**src/rtl/latch_reader_pkg.sv**
```systemverilog
`default_nettype none
// ============================================================================
// Module      : latch_reader_pkg
// Description : Shared types and constants for the latch_reader block.
// Revision    : 1.0 - initial release
// ============================================================================
package latch_reader_pkg;

    // Debounce FSM: two settled states and two qualification states.
    typedef enum logic [1:0] {
        IDLE_LOW   = 2'd0,
        CHECK_HIGH = 2'd1,
        IDLE_HIGH  = 2'd2,
        CHECK_LOW  = 2'd3
    } state_t;

    // Legal synchronizer depth range.
    localparam int SYNC_STAGES_MIN = 2;
    localparam int SYNC_STAGES_MAX = 4;

endpackage
`default_nettype wire

```
**src/rtl/sync_chain.sv**
```systemverilog
`default_nettype none
// ============================================================================
// Module      : sync_chain
// Description : Plain flop-chain synchronizer for one asynchronous bit.
//               Reusable for any asynchronous level input.
// Revision    : 1.0 - initial release
// ============================================================================
module sync_chain #(
    parameter int STAGES = 2
) (
    input  logic clk,
    input  logic reset,
    input  logic d,
    output logic q
);

    logic [STAGES-1:0] stages;

    // Shift the input through the chain; no logic between stages.
    always_ff @(posedge clk or negedge reset) begin
        if (!reset) begin
            stages <= '0;
        end else begin
            stages <= {stages[STAGES-2:0], d};
        end
    end

    assign q = stages[STAGES-1];

endmodule
`default_nettype wire

```
**src/rtl/latch_reader.sv**
```systemverilog
`default_nettype none
// ============================================================================
// Module      : latch_reader
// Description : Synchronizes a latch output into the clk domain, debounces it,
//               emits rise/fall pulses and offers each accepted level change
//               as a one-entry valid/ready event with sticky overflow.
//               Optional macro LATCH_READER_GLITCH_COUNT_EN adds glitch_cnt,
//               a saturating count of rejected level changes.
// Revision    : 1.0 - initial release
// ============================================================================
module latch_reader
    import latch_reader_pkg::*;
#(
    parameter int SYNC_STAGES   = 2,
    parameter int STABLE_CYCLES = 4
) (
    input  logic       clk,
    input  logic       reset,
    input  logic       d_in,
    output logic       level_out,
    output logic       rise,
    output logic       fall,
    output logic       evt_valid,
    input  logic       evt_ready,
    output logic       evt_level,
    output logic       evt_overflow,
    input  logic       clr_overflow
`ifdef LATCH_READER_GLITCH_COUNT_EN
    ,
    output logic [7:0] glitch_cnt
`endif
);

    localparam int             CNT_W    = $clog2(STABLE_CYCLES + 1);
    localparam logic [CNT_W-1:0] CNT_LAST = CNT_W'(STABLE_CYCLES - 1);
    // With a one-cycle qualification window the CHECK states are bypassed.
    localparam bit             SINGLE   = (STABLE_CYCLES == 1);

    logic             s;
    state_t           state, state_nxt;
    logic [CNT_W-1:0] cnt, cnt_nxt;
    logic             level_nxt, rise_nxt, fall_nxt;
    logic             accept;

    sync_chain #(
        .STAGES (SYNC_STAGES)
    ) u_sync (
        .clk   (clk),
        .reset (reset),
        .d     (d_in),
        .q     (s)
    );

    // State, counter and debounced-level registers.
    always_ff @(posedge clk or negedge reset) begin
        if (!reset) begin
            state     <= IDLE_LOW;
            cnt       <= '0;
            level_out <= 1'b0;
            rise      <= 1'b0;
            fall      <= 1'b0;
        end else begin
            state     <= state_nxt;
            cnt       <= cnt_nxt;
            level_out <= level_nxt;
            rise      <= rise_nxt;
            fall      <= fall_nxt;
        end
    end

    // Debounce next-state: a new level must hold STABLE_CYCLES samples.
    always_comb begin
        state_nxt = state;
        cnt_nxt   = cnt;
        level_nxt = level_out;
        rise_nxt  = 1'b0;
        fall_nxt  = 1'b0;
        case (state)
            IDLE_LOW: begin
                if (s) begin
                    if (SINGLE) begin
                        state_nxt = IDLE_HIGH;
                        cnt_nxt   = '0;
                        level_nxt = 1'b1;
                        rise_nxt  = 1'b1;
                    end else begin
                        state_nxt = CHECK_HIGH;
                        cnt_nxt   = CNT_W'(1);
                    end
                end
            end
            CHECK_HIGH: begin
                if (!s) begin
                    state_nxt = IDLE_LOW;
                    cnt_nxt   = '0;
                end else if (cnt == CNT_LAST) begin
                    state_nxt = IDLE_HIGH;
                    cnt_nxt   = '0;
                    level_nxt = 1'b1;
                    rise_nxt  = 1'b1;
                end else begin
                    cnt_nxt = cnt + CNT_W'(1);
                end
            end
            IDLE_HIGH: begin
                if (!s) begin
                    if (SINGLE) begin
                        state_nxt = IDLE_LOW;
                        cnt_nxt   = '0;
                        level_nxt = 1'b0;
                        fall_nxt  = 1'b1;
                    end else begin
                        state_nxt = CHECK_LOW;
                        cnt_nxt   = CNT_W'(1);
                    end
                end
            end
            CHECK_LOW: begin
                if (s) begin
                    state_nxt = IDLE_HIGH;
                    cnt_nxt   = '0;
                end else if (cnt == CNT_LAST) begin
                    state_nxt = IDLE_LOW;
                    cnt_nxt   = '0;
                    level_nxt = 1'b0;
                    fall_nxt  = 1'b1;
                end else begin
                    cnt_nxt = cnt + CNT_W'(1);
                end
            end
            default: begin
                state_nxt = IDLE_LOW;
                cnt_nxt   = '0;
            end
        endcase
    end

    assign accept = rise_nxt | fall_nxt;

    // One-entry event slot; a new event may replace one being consumed now.
    always_ff @(posedge clk or negedge reset) begin
        if (!reset) begin
            evt_valid    <= 1'b0;
            evt_level    <= 1'b0;
            evt_overflow <= 1'b0;
        end else begin
            if (accept) begin
                if (!evt_valid || evt_ready) begin
                    evt_valid <= 1'b1;
                    evt_level <= level_nxt;
                end
            end else if (evt_valid && evt_ready) begin
                evt_valid <= 1'b0;
            end
            // A drop in the same cycle as a clear leaves the flag set.
            if (accept && evt_valid && !evt_ready) begin
                evt_overflow <= 1'b1;
            end else if (clr_overflow) begin
                evt_overflow <= 1'b0;
            end
        end
    end

`ifdef LATCH_READER_GLITCH_COUNT_EN
    logic       reject;
    logic [7:0] glitch_q;

    // A qualification window abandoned because s returned to the old level.
    assign reject = ((state == CHECK_HIGH) && !s) || ((state == CHECK_LOW) && s);

    // Saturating glitch counter; a clear coinciding with a rejection restarts at 1.
    always_ff @(posedge clk or negedge reset) begin
        if (!reset) begin
            glitch_q <= 8'd0;
        end else if (clr_overflow) begin
            glitch_q <= reject ? 8'd1 : 8'd0;
        end else if (reject && (glitch_q != 8'hFF)) begin
            glitch_q <= glitch_q + 8'd1;
        end
    end

    assign glitch_cnt = glitch_q;
`endif

endmodule
`default_nettype wire
```
**config.mk**
```make
export PLATFORM = sky130hd
export DESIGN_NAME = latch_reader
export DESIGN_NICKNAME = d
export VERILOG_FILES = /design/src/rtl/latch_reader_pkg.sv /design/src/rtl/sync_chain.sv /design/src/rtl/latch_reader.sv
export SDC_FILE = /design/constraint.sdc
export NUM_CORES = 1
export LEC_CHECK = 0
export ABC_AREA = 1
export BUFFER_PORTS_ARGS = -buffer_cell sky130_fd_sc_hd__buf_2
export CORE_MARGIN = 2
export CORE_UTILIZATION = 30
export CTS_BUF_LIST = sky130_fd_sc_hd__clkbuf_8
export DETAILED_ROUTE_END_ITERATION = 16
export PLACE_DENSITY = 0.5
export SLEW_MARGIN = 40
export SYNTH_ARGS = -nofsm -noshare
export SYNTH_HDL_FRONTEND = slang
export SYNTH_HIERARCHICAL = 1
export SYNTH_SLANG_ARGS = --single-unit
```
**constraint.sdc**
```tcl
create_clock -name clk -period 1.5 [get_ports clk]
set_clock_uncertainty 0.2 [all_clocks]
set_input_delay 0.075 -clock clk [delete_from_list [all_inputs] [get_ports clk]]
set_output_delay 0.075 -clock clk [all_outputs]
set_load 0.005 [all_outputs]
```
==> summary.txt <==
Run status
  – Outcome: finished, final reports clean

Critical path
  – Worst endpoint required time: 1.48 ns
  – Crit-path slowest cell: dfrtp_1
  – Max Fanout on Critical Path: 3
  – CP endpoint kind: flip-flop
  – R2R depth: 6
  – R2r setup slk: 0.14 ns
  – Startpoint types: flip-flop
  – Crit path DAT: 1.35 ns
  – Crit path cell chain: ha_1, nand2_4, inv_1, o21ai_0, o21ai_0, inv_1
  – RR Endpoint: cnt[0]
  – Worst Path Buf+Inv: 2
  – Delay-heaviest family, CP: flip-flops
  – Reg-to-Reg Start: cnt[0]
  – Crit path depth: 6
  – CP Class: flip-flop to flip-flop
  – Slowest stage delay, CP: 0.38 ns

Drt
  – Routed wire length: 840 um
  – Post-DRT Antenna Nets: 0
  – First-pass detailed-route iteration total: 2
  – DR iter-0 viols: 7
  – DRC errors left: 0
  – WL per Instance: 8.400 um
  – Vias/cell: 4.030
  – DR vias: 403

Timing
  – Fin. Hold Viols: 0
  – Rel. slew slack: 79.93%
  – Worst slew pin tran: 0.3011 ns
  – Final worst path period share: 90.98%
  – Post-route setup TNS: 0 ns
  – Fin. max-slew vios: 0
  – Final setup viols: 0
  – RSZ-0062 raised after global routing: no
  – Crit path time final: 1.365 ns
  – F_max: 0.7328 GHz

Power
  – Lkg Pwr: 0.4263 nW
  – Switch share: 31.96%
  – Cell Int Power: 0.0007249 W
  – Clk network pwr share: 27.9%
  – Peak supply drop: 0.6249 mV
  – Logic pwr share: 27.3%
  – Flop pwr share: 44.7%
  – Power per cell area: 1473 mW/mm^2
  – NetSw: 0.0003406 W

Clocking
  – H-tree Lvls: 1
  – CTS tree: done
  – Clock sink count: 13
  – Hold Buf Count CTS: 4
  – Clk slew on worst S/H paths: 0.05 ns
  – Post_cts resized: 0
  – Root buffer cell: clkbuf_8
  – Total CTS buffers: 3
  – Post-CTS Setup Bufs: 0
  – Clk_lat worst skew: 0.24 ns
  – Max clock buf depth: 2

Min path
  – HP Class: input port to async pin

Global routing
  – Antenna violations before repair: 0
  – Largest net degree at the start of global routing: 14
  – Vias in the first global route: 364
  – First-pass GRT wire length: 1380 um
  – Gr ovfl total: 0
  – Total GRT Usage: 9.984%

Final layout
  – Final Util: 41.43%
  – Area growth syn-to-layout: 29.89%
  – Most common cell after layout, fill and taps aside: inv_1
  – Filler instances: 170
  – Fraction of layout cells with a size suffix above 1: 26.67%
  – Most frequent cells in the layout: inv_1 (15), dfrtp_1 (13), buf_2 (10)
  – Ant. Diodes: 0
  – NumNets Final: 82

Yosys
  – Synthesized Nets: 63
  – Largest cells by area after synthesis: dfrtp_1 (58%), inv_1 (9.4%), nand2_1 (5.4%), nand2_4 (4.0%), nor2_8 (3.6%)
  – Yosys top cell area share: 58.43%
  – Post-synth cell types: 16
  – Syn Std Cell Area: 556.8 sq um
  – Yosys warning total: 6
  – Synth Instances: 57
  – Post-synthesis register bit count: 13
  – Syn avg cell area: 9.768 sq um
  – Sequential area share after synthesis: 58.43%
  – Post-synth top area cell: dfrtp_1

Placed design
  – IO buf count: 10
  – Post-DP HPWL: 625.6 um
  – Global placer's final weighted congestion: 0.6732

Floorplanning
  – # IOs: 11
  – Starting Density: 31.90%
  – FP Rows: 15
  – DIE HEIGHT: 47.08 um
  – Die area: 0.002217 sq mm
  – Die Wd: 47.08 um
  – Core Region: 0.001745 sq mm

Job
  – Max Cap Viol: 0
[cell usage after synthesis]
library cell	instances
inv_2	1
nand2_1	8
dfrtp_1	13
nor2_1	2
nor2_2	1
nor2_8	1
ha_1	1
a21oi_1	2
nand2_4	2
inv_1	14
nand3b_1	1
o22ai_1	1
nand2_2	2
nand3_1	3
o21ai_0	4
o21ai_1	1
[kinds of logic after synthesis]
kind of cell / share of synthesized area, %
simple gates: 21.80
flops: 58.43
buf+inv: 10.11
compound gates: 7.416
fa+ha+maj: 2.247
[final cells by class]
type	instances	area (sq um)	area share, %
flip-flops and latches	13	325.3	44.98
clock inverters	1	3.754	0.5190
multi-input cells	29	175.2	24.22
well taps	25	31.28	4.325
repair buffers	14	90.09	12.46
clock buffers	3	41.29	5.709
inverters	15	56.30	7.785
[metal layers]
layer	part of all wire (%)	track usage, %	vias to the layer above	wire, um
li1	-	-	209	-
met3	5.0	4.615	2	42
met4	1.4	8.889	0	12
met2	41	13.42	7	347
met1	52	11.75	185	437
met5	0	0	-	0
[state kept, by name (all words and copies together) (netlist names), named ones only]
| signal | count |
|---|---|
| fall | 1 |
| evt_level | 1 |
| state | 1 |
| level_out | 1 |
| evt_overflow | 1 |
| evt_valid | 1 |
| rise | 1 |
| u_sync/stages | 2 |
| cnt | 3 |
[worst max path at each step]
stage	from	end	slack, ns
after global placement	cnt[0]	evt_level	0.18
after detailed placement	cnt[0]	evt_level	0.16
after global routing	cnt[0]	cnt[0]	0.05
after floorplan	cnt[0]	evt_level	0.23
after CTS	cnt[0]	evt_level	0.14
final	cnt[0]	cnt[0]	0.14
[power by group through the flow]
stage          sequential (W)  combinational (W)  clock, W
2_1_floorplan        0.000482           0.000205         0
3_3_place_gp         0.000482           0.000282         0
3_5_place_dp         0.000484           0.000286         0
4_1_cts              0.000478           0.000295  0.000315
5_1_grt              0.000489           0.000340  0.000336
6_report             0.000477           0.000291  0.000298
[worst register-to-register path: stages (launching register included)]
cell	delay, ns
dfrtp_1	0.38
ha_1	0.24
nand2_4	0.11
inv_1	0.05
o21ai_0	0.15
o21ai_0	0.11
inv_1	0.06
[stage by stage]
stage                     area, sq um  power [W]  cells  worst slack, ns  hold WS (ns)
after floorplan                 556.8  0.0006874     57           0.2291       -0.4206
after global placement          638.1  0.0007645     92           0.1803       -0.2213
after detailed placement        638.1  0.0007701     92           0.1603       -0.2230
after CTS                       723.2   0.001088    100           0.1431       0.04784
after global routing            723.2   0.001166    100          0.04997       0.08998
final                           723.2   0.001065    100           0.1353       0.05299
(Power assumes the default switching activity.)
